--- src/rtl/disp_arbiter_if.sv ---
// Display-arbiter bus bundle.
// Purpose: groups the requester-side signals and the arbitrated display
//          output of disp_arbiter into one interface.
// Signals:
//   req    [N_REQ]     per-requester display request, level-sensitive
//   data   [32*N_REQ]  flattened segment clusters, requester k owns [32k+31:32k]
//   gnt    [N_REQ]     one-hot grant, all-zero when idle
//   owner  [3]         index of granted requester (0 when idle)
//   busy               high while a grant is active
//   number [32]        registered segment cluster for the display driver
// Modports: master = requester/driver side, slave = arbiter side.
interface disp_arbiter_if #(
    parameter int N_REQ = 3
);
    logic [N_REQ-1:0]    req;
    logic [32*N_REQ-1:0] data;
    logic [N_REQ-1:0]    gnt;
    logic [2:0]          owner;
    logic                busy;
    logic [31:0]         number;

    modport master (
        output req, data,
        input  gnt, owner, busy, number
    );

    modport slave (
        input  req, data,
        output gnt, owner, busy, number
    );
endinterface

--- src/rtl/disp_arbiter.sv ---
// disp_arbiter: shares one 4-digit 7-segment display driver between N_REQ
// requesters. Round-robin arbitration with a minimum dwell time per grant;
// a blank pattern is shown while nobody holds the display.
// Ports:
//   clk_i   system clock
//   rst_ni  asynchronous active-low reset
//   bus     disp_arbiter_if.slave (req/data in, gnt/owner/busy/number out)
module disp_arbiter #(
    parameter int          N_REQ = 3,
    parameter int          DWELL = 4_000_000,
    parameter int          CNT_W = 23,
    parameter logic [31:0] BLANK = 32'hFFFF_FFFF
) (
    input  logic           clk_i,
    input  logic           rst_ni,
    disp_arbiter_if.slave  bus
);
    typedef enum logic {IDLE, GRANT} state_t;

    localparam logic [CNT_W-1:0] CNT_MAX   = CNT_W'(DWELL - 1);
    localparam logic [2:0]       PTR_RESET = 3'(N_REQ - 1);

    state_t           state_reg,  state_next;
    logic [2:0]       owner_reg,  owner_next;
    logic [2:0]       ptr_reg,    ptr_next;
    logic [CNT_W-1:0] cnt_reg,    cnt_next;
    logic [31:0]      number_reg, number_next;

    // Requests and data widened to 8 entries so 3-bit indices are exact.
    logic [7:0]  req_ext;
    logic [31:0] slice_ext [8];

    genvar gi;
    generate
        for (gi = 0; gi < 8; gi++) begin : g_ext
            if (gi < N_REQ) begin : g_used
                assign req_ext[gi]   = bus.req[gi];
                assign slice_ext[gi] = bus.data[32*gi +: 32];
            end else begin : g_unused
                assign req_ext[gi]   = 1'b0;
                assign slice_ext[gi] = BLANK;
            end
        end
        for (gi = 0; gi < N_REQ; gi++) begin : g_gnt
            assign bus.gnt[gi] = (state_reg == GRANT) && (owner_reg == 3'(gi));
        end
    endgenerate

    assign bus.owner  = owner_reg;
    assign bus.busy   = (state_reg == GRANT);
    assign bus.number = number_reg;

    // Round-robin search starting after the last winner. While granted the
    // current owner is skipped so only a genuine competitor is found.
    logic       win_found;
    logic [2:0] win_idx;
    logic [2:0] cand;

    always_comb begin
        win_found = 1'b0;
        win_idx   = 3'd0;
        cand      = 3'd0;
        for (int off = 1; off <= N_REQ; off++) begin
            cand = 3'((int'(ptr_reg) + off) % N_REQ);
            if (!win_found && req_ext[cand] &&
                !((state_reg == GRANT) && (cand == owner_reg))) begin
                win_found = 1'b1;
                win_idx   = cand;
            end
        end
    end

    always_comb begin
        state_next  = state_reg;
        owner_next  = owner_reg;
        ptr_next    = ptr_reg;
        cnt_next    = cnt_reg;
        number_next = number_reg;
        case (state_reg)
            IDLE: begin
                number_next = BLANK;
                cnt_next    = '0;
                if (win_found) begin
                    state_next = GRANT;
                    owner_next = win_idx;
                    ptr_next   = win_idx;
                end
            end
            GRANT: begin
                if (!req_ext[owner_reg]) begin
                    // Release wins over dwell expiry and other requests.
                    state_next  = IDLE;
                    owner_next  = 3'd0;
                    cnt_next    = '0;
                    number_next = BLANK;
                end else begin
                    // Old owner's data is still shown on the hand-over cycle.
                    number_next = slice_ext[owner_reg];
                    if (cnt_reg == CNT_MAX && win_found) begin
                        owner_next = win_idx;
                        ptr_next   = win_idx;
                        cnt_next   = '0;
                    end else if (cnt_reg != CNT_MAX) begin
                        cnt_next = cnt_reg + 1'b1;
                    end
                end
            end
            default: state_next = IDLE;
        endcase
    end

    always_ff @(posedge clk_i or negedge rst_ni) begin
        if (!rst_ni) begin
            state_reg  <= IDLE;
            owner_reg  <= 3'd0;
            ptr_reg    <= PTR_RESET;
            cnt_reg    <= '0;
            number_reg <= BLANK;
        end else begin
            state_reg  <= state_next;
            owner_reg  <= owner_next;
            ptr_reg    <= ptr_next;
            cnt_reg    <= cnt_next;
            number_reg <= number_next;
        end
    end
endmodule

--- src/flat_wrapper.sv ---
// flat-port wrapper written by rule: the top's interface ports become plain ports
module disp_arbiter_flat 
#(
    parameter int          N_REQ = 3,
    parameter int          DWELL = 4_000_000,
    parameter int          CNT_W = 23,
    parameter logic [31:0] BLANK = 32'hFFFF_FFFF
)
  (clk_i, rst_ni, bus_req, bus_data, bus_gnt, bus_owner, bus_busy, bus_number);
  disp_arbiter_if #(.N_REQ(N_REQ)) bus_i ();
  input  logic clk_i;
  input  logic rst_ni;
  input wire logic [$bits(bus_i.req)-1:0] bus_req;
  input wire logic [$bits(bus_i.data)-1:0] bus_data;
  output wire logic [$bits(bus_i.gnt)-1:0] bus_gnt;
  output wire logic [$bits(bus_i.owner)-1:0] bus_owner;
  output wire logic [$bits(bus_i.busy)-1:0] bus_busy;
  output wire logic [$bits(bus_i.number)-1:0] bus_number;
  assign bus_i.req = bus_req;
  assign bus_i.data = bus_data;
  assign bus_gnt = bus_i.gnt;
  assign bus_owner = bus_i.owner;
  assign bus_busy = bus_i.busy;
  assign bus_number = bus_i.number;
  disp_arbiter #(.N_REQ(N_REQ), .DWELL(DWELL), .CNT_W(CNT_W), .BLANK(BLANK)) u_core (.clk_i(clk_i), .rst_ni(rst_ni), .bus(bus_i));
endmodule
--- config.mk ---
export PLATFORM = sky130hd
export DESIGN_NAME = disp_arbiter_flat
export DESIGN_NICKNAME = d
export VERILOG_FILES = /design/src/rtl/disp_arbiter_if.sv /design/src/rtl/disp_arbiter.sv /design/src/flat_wrapper.sv
export SDC_FILE = /design/constraint.sdc
export NUM_CORES = 1
export LEC_CHECK = 0
export BUFFER_PORTS_ARGS = -buffer_cell sky130_fd_sc_hd__buf_2
export CAP_MARGIN = 40
export CORE_MARGIN = 2
export CORE_UTILIZATION = 30
export DETAILED_ROUTE_END_ITERATION = 8
export GPL_TIMING_DRIVEN = 1
export HOLD_SLACK_MARGIN = 0.06
export PLACE_DENSITY = 0.61
export SLEW_MARGIN = 20
export SYNTH_ARGS = -nofsm -noshare
export SYNTH_HDL_FRONTEND = slang
export SYNTH_SLANG_ARGS = --single-unit
--- constraint.sdc ---
create_clock -name clk_i -period 6.65 [get_ports clk_i]
set_input_delay 1.33 -clock clk_i [delete_from_list [all_inputs] [get_ports clk_i]]
set_output_delay 1.33 -clock clk_i [all_outputs]
set_load 0.01 [all_outputs]
After elaboration in Yosys (flattened, before gate mapping)

Index checks and enable logic that the tools add are counted.

Muxes and demuxes: 32
Equal/unequal tests: 12
Reduce and logical (&&, ||, !) cells: 20
Divide/modulo/power cells: 3
Bitwise logic cells: 2
Add/sub/neg operators: 4
$lt $le $gt $ge: 5

Operators with widths:

| cell                                                        | count |
|---|---|
| binary-select mux 32 bit (select 3 bit)                     | 1 |
| modulo 32 x 3 -> 32 bit (second input constant)             | 3 |
| two-way mux 32 bit                                          | 3 |
| two-way mux 23 bit                                          | 3 |
| one-hot mux 32 bit (2 select lines)                         | 1 |
| one-hot mux 23 bit (2 select lines)                         | 1 |
| adder 23 x 1 -> 23 bit (second input constant)              | 1 |
| == test 23 x 22 -> 1 bit (second input constant)            | 1 |
| != test 23 x 22 -> 1 bit (second input constant)            | 1 |
| two-way mux 3 bit                                           | 7 |
| less-than comparator 3 x 4 -> 1 bit (second input constant) | 4 |
| binary-select mux 1 bit (select 3 bit)                      | 4 |
| logical AND 1 bit                                           | 12 |
| one-hot mux 3 bit (2 select lines)                          | 2 |
| == test 3 bit                                               | 3 |
| two-way mux 1 bit                                           | 9 |
| adder 3 x 2 -> 4 bit (second input constant)                | 2 |
| logical NOT 1 bit                                           | 5 |
| adder 3 x 1 -> 4 bit (second input constant)                | 1 |
| greater-or-equal comparator 4 bit (second input constant)   | 1 |
| != test 2 bit (second input constant)                       | 2 |
| != test 4 bit (second input constant)                       | 1 |
| inverter 3 -> 4 bit                                         | 1 |
| == test 3 x 1 -> 1 bit (second input constant)              | 1 |
| other kinds (8)                                             | 8 |

Input port bits: 101
Word-level logic and storage cells: 83
Register bits: 62
Output and inout bits: 39

Longest topological paths before layout

Depth after elaboration: 19
Gate-level depth with buffers: 21
Gate-level depth less buffers: 17

Worst setup path after synthesis

Ideal clock, no wire load.

Path kind: flip-flop to flip-flop
From: register u_core.ptr_reg[1]
To: register u_core.ptr_reg[1]
Slack: 1845 ps
Stages on the path, launching flop included: 19
Period minus slack after synthesis: 4805 ps
Path buffers: 1
Required time: 6591 ps
Setup time: 59 ps
Arrival: 4746 ps
Cell sequence: dfstp_2 ha_1 xnor2_4 inv_2 ha_1 nand3_1 a32o_1 or3_1 and2_1 ha_1 a31o_2 a211o_1 a211o_1 a211oi_2 a21oi_1 and3_1 buf_2 or4b_1 a21bo_1

Word-level cells in the longest chain between the ends: 18
Elaborated cells on any way between the ends: 42
Classes of those cells: add/sub (3); div (3); eq/ne (5); mux (16); reduce/logical (15)

RTL lines:

| what                                                             | line                | source |
|---|---|---|
| start: declaration                                               | disp_arbiter.sv:25  | `logic [2:0] ptr_reg, ptr_next;` |
| start signal: assignment                                         | disp_arbiter.sv:122 | `ptr_reg <= ptr_next;` |
| branches (longest 18 deep; another with modulo 32 x 3 -> 32 bit) | --                  |  |

Several ways; the timed one is not identified. The select of a mux whose other input is x is not followed.
A chain may end at the register's enable or synchronous reset.

Final worst setup path

From: register u_core.ptr_reg[0]
To: register u_core.cnt_reg[11]

Word-level cells in the longest chain between the ends: 19
Elaborated cells on any way between the ends: 36
Classes of those cells: add/sub (3); div (3); eq/ne (4); mux (12); reduce/logical (14)

RTL lines:

| what                                                             | line                | source |
|---|---|---|
| branches (longest 14 deep; another with modulo 32 x 3 -> 32 bit) | --                  |  |
| two-way mux 1 bit (*)                                            | disp_arbiter.sv:65  | `if (!win_found && req_ext[cand] &&` |
| logical AND 1 bit (*)                                            | disp_arbiter.sv:99  | `if (cnt_reg == CNT_MAX && win_found) begin` |
| two-way mux 23 bit                                               | disp_arbiter.sv:99  |  |
| two-way mux 23 bit                                               | disp_arbiter.sv:90  | `if (!req_ext[owner_reg]) begin` |
| one-hot mux 23 bit (2 select lines)                              | disp_arbiter.sv:79  | `case (state_reg)` |
| end signal: assignment                                           | disp_arbiter.sv:123 | `cnt_reg <= cnt_next;` |
| end: declaration                                                 | disp_arbiter.sv:26  | `logic [CNT_W-1:0] cnt_reg, cnt_next;` |

Every way passes the cells marked *. The select of a mux whose other input is x is not followed.

==> flow_summary.yaml <==
flow_run:
  drv_cap: 0
critical_path:
  path_cells: "buf_4 > ha_1 > xnor2_4 > inv_2 > ha_1 > nand3_1 > a32o_1 > or3_1 > and2_1 > ha_1 > a31o_2 > a211oi_2 > a211oi_1 > a211oi_2 > a21oi_1 > and3_1 > o21ai_2 > nor2_1"
  path_common_cell: "ha_1"
  crit_type: "register to register"
  required_ps: 6830
  slowest_delay_ps: 650
  critPathCaptureType: "register"
  crit_family: "compound AO/OA/AOI/OAI gates"
  crit_fanout: 24
  cp_data_arrival_time_ps: 5600
  slowest_stage: "o21ai_2"
  cp-start-kind: "register"
  path_buf_inv: 2
pwr:
  leakage_uw: 0.00243
  pwr-share-comb_pct: 54.7
  internal-power_uw: 1180
  p_clk_share_pct: 20.4
  peakVddDrop_uv: 147
  p_seq_share_pct: 24.9
  netSwitchingFraction_pct: 42.5
  p_per_area_mw_per_mm2: 376
  p_sw_uw: 872
  power_uw: 2050
synth:
  yosysUniqueCellTypes: 61
  syn_avg_cell_area_sq_um: 9.14
  synth_nets: 589
  yosysMostFrequentCell: "nand2_1"
  synth-edff-count: 0
  synthTopCellsByArea: "dfstp_2 (20%), dfrtp_1 (17%), mux2_2 (8.4%)"
  ys_ff_latch: 62
  post_synth_instance_area_sq_mm: 0.00429
  dominantRegCellSynth: "dfstp_2"
  synth_warnings: 0
  synth_seq_area_share_pct: 37.2
  synth-async-reset-ratio_pct: 100
  syn_inst: 469
  yosys.area.top_type: "dfstp_2"
  synth_top_cell_area_share_pct: 20.2
  synth_top_cells_by_count: "nand2_1 (61), o22ai_1 (34), dfstp_2 (33), mux2_2 (32), nor2_1 (30)"
routing:
  wire_per_inst_um: 14.4
  met1_length_um: 4720
  drtIter0Drc: 187
  wl_um: 11400
  drc: 0
  drt-pass1-iter-count: 4
  vias: 4077
  top_layer_used: "met4"
  via_per_inst: 5.16
  route.met3.wl_um: 895
  wl_met2_um: 5570
  ant_nets: 0
place:
  io_buffer_count: 139
  post-dp-hpwl_um: 8730
  place.gp.congestion: 0.881
clock_tree:
  ctsRootBufferMaster: "clkbuf_16"
  post_cts_resized: 0
  clock_path_buffers: 2
  post_cts_buffers: 0
  cts_buffers: 9
  tritoncts: "built"
  clk_pin_slew_ps: 50
  insertion_delay_ps: 330
  cts.sinks: 62
  ctsHoldBuffers: 0
  htreeDepth: 3
grt:
  grt_max_degree: 63
  grt_overflow_total: 0
  track_usage_pct: 15.6
  grt_pass1_vias: 4026
  grt_pass1_wl_um: 18700
  antenna_found_initial: 0
die:
  die_x_um: 124
  fp.dieH_um: 124
  ioPinCount: 140
  num_rows: 43
  start_util_pct: 30.8
  design.die.area_sq_mm: 0.0153
  fp.coreArea_sq_mm: 0.0139
sta:
  tightest_slew_ps: 775
  finalHoldViolations: 0
  post-route-period-util_pct: 81.5
  slew-limit-headroom_pct: 48.4
  min_period_ps: 5420
  rsz0062_at_grt: "no"
  clock.fmax_mhz: 184
  setup-tns-final_ps: 0
  setup_viol: 0
  drv_slew: 0
  fin_worst_skew_ps: 4.80
layout:
  fillers: 1396
  nNetsFinal: 725
  areaGrowthSynthToFinish_pct: 27.3
  largest_reg_flops: 32
  drive_above_1_share_pct: 39.7
  antenna_cells: 0
worst_hold_path:
  hp-class: "register to register"
status:
  status: "completed"
-- power by group through the flow --
| stage | logic, uW | clock network [uW] | registers (uW) |
|---|---|---|---|
| 2_1_floorplan | 795 | 0 | 550 |
| 3_3_place_gp | 1100 | 0 | 514 |
| 3_5_place_dp | 1110 | 0 | 516 |
| 4_1_cts | 1120 | 432 | 512 |
| 5_1_grt | 1250 | 454 | 520 |
| 6_report | 1120 | 419 | 511 |
-- cell type report --
type	instances	area [sq um]	share of cell area, %
Clock buffer	12	246	4.52
Inverter	21	78.8	1.44
Multi-Input combinational cell	365	2530	46.4
Tap cell	180	225	4.13
Sequential cell	62	1590	29.2
Clock inverter	4	22.5	0.413
Timing Repair Buffer	146	761	13.9
-- logic make-up (layout without fill, tap and decap cells) --
logic type / Yosys count / count (layout) / share of synthesized area [%]
buffers and inverters: 42 / 183 / 3.85
xor gates and xnor gates: 25 / 25 / 5.55
muxes: 36 / 36 / 9.34
adders and majority gates: 19 / 19 / 5.55
DFF: 62 / 62 / 37.2
and+or+nand+nor: 172 / 172 / 19.6
AOI/OAI and AO/OA: 113 / 113 / 19.0
-- worst reg2reg max path, cell delays in order, from the launching register on --
cell and delay, ps:
dfrtp_1 350, buf_4 220, ha_1 320, xnor2_4 280
inv_2 100, ha_1 350, nand3_1 180, a32o_1 280
or3_1 350, and2_1 180, ha_1 250, a31o_2 260
a211oi_2 410, a211oi_1 160, a211oi_2 360, a21oi_1 140
and3_1 290, o21ai_2 650, nor2_1 130
-- final timing paths --
check / from / to / slack [ps] / cells after the start
min reg2reg: u_core.cnt_reg[0]$_DFFE_PN0P_ / u_core.cnt_reg[0]$_DFFE_PN0P_ / 530 / 1
min in group asynchronous: rst_ni / u_core.cnt_reg[12]$_DFFE_PN0P_ / 950 / 2
max reg2reg: u_core.ptr_reg[0]$_DFFE_PN0P_ / u_core.cnt_reg[11]$_DFFE_PN0P_ / 1230 / 18
max in group asynchronous: rst_ni / u_core.bus.number[7]$_DFF_PN1_ / 5130 / 3
max: u_core.ptr_reg[0]$_DFFE_PN0P_ / u_core.cnt_reg[11]$_DFFE_PN0P_ / 1230 / 18
min: u_core.cnt_reg[0]$_DFFE_PN0P_ / u_core.cnt_reg[0]$_DFFE_PN0P_ / 530 / 1
-- per-layer routing --
layer  GRT usage, %  vias up
met5              0        -
met1           18.5     1887
met3           4.15       19
met2           26.8      179
li1               -     1992
met4           5.97        0
-- through the flow --
stage / cell area, sq um / std cells / utilization (%) / hold WS (ps) / setup slack, ps
finish: 5460 / 790 / 39.2 / 530 / 1230
global route: 5460 / 790 / 39.2 / 586 / 814
CTS: 5440 / 789 / 39.0 / 532 / 1260
detailed placement: 5170 / 773 / 37.1 / 522 / 1280
global placement: 5170 / 773 / 37.1 / 512 / 1520
floorplan: 4290 / 469 / - / 479 / 1850
-- placed cells by master (no fill, tap or decap), drive strengths merged, types with 15 or more instances in the layout --
| master | count |
|---|---|
| inv | 20 |
| buf | 146 |
| o22ai | 34 |
| nand3 | 23 |
| dfstp | 33 |
| nor2 | 30 |
| mux2 | 32 |
| ha | 19 |
| o21ai | 15 |
| dfrtp | 29 |
| nand2 | 61 |
No activity file was read; power rests on OpenSTA's default activity.
